[src/rtl/serial_booth_mult_engine.sv]
// rtl/serial_booth_mult_engine.sv - serial-load, serial-unload radix-2 Booth signed multiplier
//
// Operands A and B shift in LSB-first, an iterative Booth datapath forms the
// 2*WIDTH-bit signed product, and the product shifts out on two lanes
// (low half / high half) while also being held on a parallel port.
//
// Ports:
//   wb_clk_i     clock
//   wb_rst_i     synchronous active-high reset; aborts any operation
//   start_i      request, sampled only in IDLE
//   approx_i     mode, latched with start_i (1 = clear APPROX_BITS LSBs of A)
//   a_ser_i      serial A bit, LSB first
//   b_ser_i      serial B bit, LSB first
//   busy_o       high in every state except IDLE
//   out_lo_o     serial product bit k
//   out_hi_o     serial product bit WIDTH+k
//   out_valid_o  lanes carry valid bits
//   done_o       one-cycle pulse after the last output bit
//   result_o     parallel product, held until the next multiply completes
module serial_booth_mult_engine #(
  parameter int WIDTH       = 16,
  parameter int APPROX_BITS = 4
) (
  input  logic               wb_clk_i,
  input  logic               wb_rst_i,
  input  logic               start_i,
  input  logic               approx_i,
  input  logic               a_ser_i,
  input  logic               b_ser_i,
  output logic               busy_o,
  output logic               out_lo_o,
  output logic               out_hi_o,
  output logic               out_valid_o,
  output logic               done_o,
  output logic [2*WIDTH-1:0] result_o
);

  localparam int CW = (WIDTH > 2) ? $clog2(WIDTH) : 1;
  localparam logic [CW-1:0] CNT_LAST = CW'(WIDTH - 1);
  localparam logic [WIDTH-1:0] APPROX_MASK = ~WIDTH'((64'd1 << APPROX_BITS) - 64'd1);

  typedef enum logic [1:0] {S_IDLE, S_LOAD, S_COMP, S_SHIFT} state_t;

  state_t             state_q, state_d;
  logic [CW-1:0]      cnt_q, cnt_d;
  logic               mode_q, mode_d;
  logic [WIDTH-1:0]   a_q, a_d;
  logic [WIDTH-1:0]   b_q, b_d;
  logic [WIDTH:0]     acc_q, acc_d;
  logic               prev_q, prev_d;
  logic [2*WIDTH-1:0] result_q, result_d;
  logic               out_lo_q, out_lo_d;
  logic               out_hi_q, out_hi_d;
  logic               out_valid_q, out_valid_d;
  logic               done_q, done_d;

  // Booth step datapath: B itself is the low half of the shifting product
  // register, so after WIDTH steps {acc, b} holds the full product.
  logic [WIDTH-1:0]   mcand;
  logic [WIDTH:0]     mcand_x;
  logic [WIDTH:0]     sum;
  logic [WIDTH:0]     acc_sh;
  logic [WIDTH-1:0]   b_sh;
  logic [WIDTH-1:0]   result_lo;
  logic [WIDTH-1:0]   result_hi;

  assign result_lo = result_q[WIDTH-1:0];
  assign result_hi = result_q[2*WIDTH-1:WIDTH];

  always_comb begin
    mcand   = mode_q ? (a_q & APPROX_MASK) : a_q;
    mcand_x = {mcand[WIDTH-1], mcand};
    case ({b_q[0], prev_q})
      2'b01:   sum = acc_q + mcand_x;
      2'b10:   sum = acc_q - mcand_x;
      default: sum = acc_q;
    endcase
    acc_sh = {sum[WIDTH], sum[WIDTH:1]};
    b_sh   = {sum[0], b_q[WIDTH-1:1]};
  end

  always_comb begin
    state_d     = state_q;
    cnt_d       = cnt_q;
    mode_d      = mode_q;
    a_d         = a_q;
    b_d         = b_q;
    acc_d       = acc_q;
    prev_d      = prev_q;
    result_d    = result_q;
    out_lo_d    = 1'b0;
    out_hi_d    = 1'b0;
    out_valid_d = 1'b0;
    // The cycle after the last valid bit has been presented: SHIFT has
    // already handed over to IDLE (or the next LOAD) while valid is still set.
    done_d      = out_valid_q && (state_q != S_SHIFT);

    case (state_q)
      S_IDLE: begin
        if (start_i) begin
          state_d = S_LOAD;
          cnt_d   = '0;
          mode_d  = approx_i;
        end
      end
      S_LOAD: begin
        a_d[cnt_q] = a_ser_i;
        b_d[cnt_q] = b_ser_i;
        cnt_d      = cnt_q + CW'(1);
        if (cnt_q == CNT_LAST) begin
          state_d = S_COMP;
          cnt_d   = '0;
          acc_d   = '0;
          prev_d  = 1'b0;
        end
      end
      S_COMP: begin
        acc_d  = acc_sh;
        b_d    = b_sh;
        prev_d = b_q[0];
        cnt_d  = cnt_q + CW'(1);
        if (cnt_q == CNT_LAST) begin
          result_d = {acc_sh[WIDTH-1:0], b_sh};
          state_d  = S_SHIFT;
          cnt_d    = '0;
        end
      end
      S_SHIFT: begin
        out_valid_d = 1'b1;
        out_lo_d    = result_lo[cnt_q];
        out_hi_d    = result_hi[cnt_q];
        cnt_d       = cnt_q + CW'(1);
        if (cnt_q == CNT_LAST) begin
          state_d = S_IDLE;
          cnt_d   = '0;
        end
      end
      default: state_d = S_IDLE;
    endcase
  end

  always_ff @(posedge wb_clk_i) begin
    if (wb_rst_i) begin
      state_q     <= S_IDLE;
      cnt_q       <= '0;
      mode_q      <= 1'b0;
      a_q         <= '0;
      b_q         <= '0;
      acc_q       <= '0;
      prev_q      <= 1'b0;
      result_q    <= '0;
      out_lo_q    <= 1'b0;
      out_hi_q    <= 1'b0;
      out_valid_q <= 1'b0;
      done_q      <= 1'b0;
    end else begin
      state_q     <= state_d;
      cnt_q       <= cnt_d;
      mode_q      <= mode_d;
      a_q         <= a_d;
      b_q         <= b_d;
      acc_q       <= acc_d;
      prev_q      <= prev_d;
      result_q    <= result_d;
      out_lo_q    <= out_lo_d;
      out_hi_q    <= out_hi_d;
      out_valid_q <= out_valid_d;
      done_q      <= done_d;
    end
  end

  assign busy_o      = (state_q != S_IDLE);
  assign out_lo_o    = out_lo_q;
  assign out_hi_o    = out_hi_q;
  assign out_valid_o = out_valid_q;
  assign done_o      = done_q;
  assign result_o    = result_q;

endmodule

[config.mk]
export PLATFORM = sky130hd
export DESIGN_NAME = serial_booth_mult_engine
export DESIGN_NICKNAME = d
export VERILOG_FILES = /design/src/rtl/serial_booth_mult_engine.sv
export SDC_FILE = /design/constraint.sdc
export NUM_CORES = 1
export LEC_CHECK = 0
export CAP_MARGIN = 40
export CORE_MARGIN = 2
export CORE_UTILIZATION = 57
export CTS_BUF_LIST = sky130_fd_sc_hd__clkbuf_8
export CTS_CLUSTER_SIZE = 30
export DETAILED_ROUTE_END_ITERATION = 12
export PLACE_DENSITY_LB_ADDON = 0.05
export SLEW_MARGIN = 30
export SYNTH_ARGS = -nofsm -noshare
export SYNTH_HDL_FRONTEND = slang
export SYNTH_SLANG_ARGS = --single-unit
[constraint.sdc]
create_clock -name wb_clk_i -period 4 [get_ports wb_clk_i]
set_clock_uncertainty 0.05 [all_clocks]
set_input_delay 1 -clock wb_clk_i [delete_from_list [all_inputs] [get_ports wb_clk_i]]
set_output_delay 1 -clock wb_clk_i [all_outputs]
set_load 0.1 [all_outputs]
==> key figures <==
Status
  – Outcome: finished, final reports clean

Die
  – Die Wd: roughly 100 microns
  – Die Y-Extent: just over 100 microns
  – Core area: 9153 sq um
  – I/O pin cnt: 43
  – Die footprint: just over 10000 sq um
  – Row cnt: 35
  – Initial core utilization: approximately three fifths

Yosys
  – Avg Inst Size Synth: 8.363 sq um
  – Primary FF master, synth: dfxtp_1
  – Async SR Flop Fraction: 0%
  – Synth cell types: 55
  – Cell accounting for the most synthesized area: dfxtp_1
  – Synth warn: 0
  – Post-synth EDFFs: 0
  – Cell area after synthesis: 5344 sq um
  – Yosys top cell area share: approximately a third
  – Number of synthesized register bits: 92
  – Seq/Total Area, Yosys: 34.46%
  – Dominant cells by area after synthesis: dfxtp_1, ha_1, a21oi_1, mux2i_1, nand2_1
  – Post-Synthesis Net Count: between 600 and 700
  – Cells after Synth: approximately 640

Routing
  – DRC violations left: 0
  – Routed len/inst: ~18 microns
  – Initial DRC count: around 170
  – DR pass1 iterations: 4
  – Avg Vias per Cell: around 6.1
  – Detail Route Antenna Nets: 0
  – Final wirelength: roughly 15000 microns
  – Vias: 4980

STA
  – Achievable Freq: about 0.29 GHz
  – Tcrit/Tclk final: 87.15%
  – # setup viols final: 0
  – Minimum clock period: between 3 and 4 ns
  – RSZ-0062 raised after global routing: false
  – Max-slew headroom at the worst pin: ~53%
  – Final hold violation count: 0
  – Hold Slack: between 0.4 and 0.5 ns
  – Final-report max-slew violation count: 0
  – TNS Setup: 0 ns
  – Worst-margin pin slew: a little over 0.7 ns

Final layout
  – Most common cell after layout, fill and taps aside: dfxtp_1
  – NumNets Final: 730
  – Share of layout cells above drive strength 1: 13.27%
  – Antenna diodes: 0
  – Most frequent cells in the layout: dfxtp_1, a21oi_1, nand2_1, nor2_1, clkdlybuf4s50_1
  – Final core utilization: 72.19%
  – Final non-filler cell total: 812
  – Synth-to-layout area growth: 23.65%

Clock tree
  – Root buf cell: clkbuf_8
  – Post-CTS setup buffers: 0
  – Clock buffer depth: 2
  – Clock transition at path regs: roughly 0.1 ns
  – TritonCTS buffer count: 9
  – Clk sinks: between 90 and 100
  – Worst-skew pair later-pin latency: 0.37 ns
  – CTS Hold Bufs: 0
  – Post-CTS sizing: 0
  – CTS H-tree depth: 3
  – CTS tree: built

Critical path
  – CP Capture Type: flop
  – Critical path cell sequence: inv_1 > ha_1 > or3_1 > a21o_1 > ha_1 > a21o_1 > a21oi_1 > a211oi_1 > a31oi_1 > or4b_1 > o2111ai_1 > o31ai_1
  – CP max stage delay: 0.50 ns
  – Slowest stage cell on the critical path: or4b_1
  – Largest delay share family, worst path: compound AO/OA/AOI/OAI gates
  – Worst setup SP type: flop
  – Critical path type: flop to flop
  – Critical path arrival: about 3.7 ns
  – Req. time, crit path: ~4.2 ns
  – Crit path max fanout: 18
  – Worst Path Buf+Inv: 1

GRT
  – Largest net degree at the start of global routing: 47
  – Gr ovfl total: 0
  – Initial antenna violation count: 0
  – Global-route total usage across every layer: between 30 and 40%
  – First-pass GRT wire length: around 24000 microns
  – Vias in the first global route: 4697

Pwr
  – Pleak: around 0.0026 uW
  – Design Power: ~3500 uW
  – Switching power: about 1500 uW
  – Comb power frac: 50.3%
  – Maximum VDD drop: about 0.65 mV
  – Internal Power: ~2000 uW
  – Switching part of the total: between 40% and 50%
  – Clock share of power: about a fifth
  – PwrDens: 533.7 nW/um^2
  – Seq pwr share: 29.4%

Placed design
  – Port buffer count: 42
  – HPWL after DPL: roughly 11000 microns
  – GP Congestion: 0.9506
  – Cells after DPL: roughly 800

Min path
  – Hold/Removal Path Class: flop to flop

Flow run
  – Max-cap violations: 0
cell usage after synthesis, drive strengths merged (4+ instances only):
cell type  instances
a31o               4
a21o              20
nand2b             9
nand3             26
inv               17
and2               5
mux2i             26
nand2             64
a31oi              5
o211ai             5
dfxtp             92
a22oi              6
nor2              62
clkbuf            32
xnor2             23
a211oi             7
buf               14
ha                27
a21oi             66
nor2b              8
a311oi            17
a21boi            16
nor3              13
nand4              5
o21ai             24
mux4              10
sequential cells by signal (all words and copies together) (netlist names):
signal / count
done_o: 1
out_hi_o: 1
result_o: 32
out_valid_o: 1
prev_q: 1
cnt_q: 4
acc_q: 16
state_q: 2
a_q: 16
mode_q: 1
out_lo_o: 1
b_q: 16
final cells by class:
cell class / instances / area, sq um
Inverter: 17 / 63.81
Clock buffer: 9 / 123.9
Tap cell: 111 / 138.9
Sequential cell: 92 / 1842
Timing Repair Buffer: 92 / 1079
Fill cell: 683 / 2545
Clock inverter: 7 / 103.9
Multi-Input combinational cell: 484 / 3257
final timing paths:
path | start | end | slack, ns | cells past startpoint
hold reg to reg | result_o[7] | result_o[7] | 0.43 | 2
setup / recovery | prev_q | result_o[30] | 0.51 | 12
setup reg to reg | prev_q | result_o[30] | 0.51 | 12
hold / removal | result_o[7] | result_o[7] | 0.43 | 2
layer usage:
metal | vias up | global-route usage (%) | part of all wire (%)
met2 | 185 | 48.67 | 47
met1 | 2359 | 39.69 | 43
li1 | 2401 | - | -
met5 | - | 0 | 0
met3 | 35 | 4.508 | 6.0
met4 | 0 | 14.23 | 3.3
worst register-to-register path: cells and delay by family, from the launching register on:
kind | cells | cell delay, ns
and+or+nand+nor | 2 | 0.92
AOI/OAI and AO/OA | 7 | 1.30
buffers and inverters | 1 | 0.05
DFF | 1 | 0.34
adders and majority gates | 2 | 0.72
power groups by stage:
stage,Clock [uW],Sequential [uW],Combinational (uW)
after floorplan,0,1050,1390
after global placement,0,1050,1700
after detailed placement,0,1050,1750
after CTS,731,1030,1760
after global routing,765,1040,1940
final,717,1040,1770
kinds of logic after synthesis:
group | synth area share (%)
simple gates | 17.98
compound gates | 22.43
flops | 34.47
buf+inv | 4.589
mux | 9.576
fa+ha+maj | 6.696
xor+xnor | 4.261
stage by stage:
step | instance area, sq um | worst slack [ns]
floorplan | 5344 | 0.9353
global placement | 5804 | 0.6400
detailed placement | 6369 | 0.5343
CTS | 6596 | 0.5164
global route | 6608 | 0.2769
finish | 6608 | 0.5138
Power figures use the tool's default switching activity.
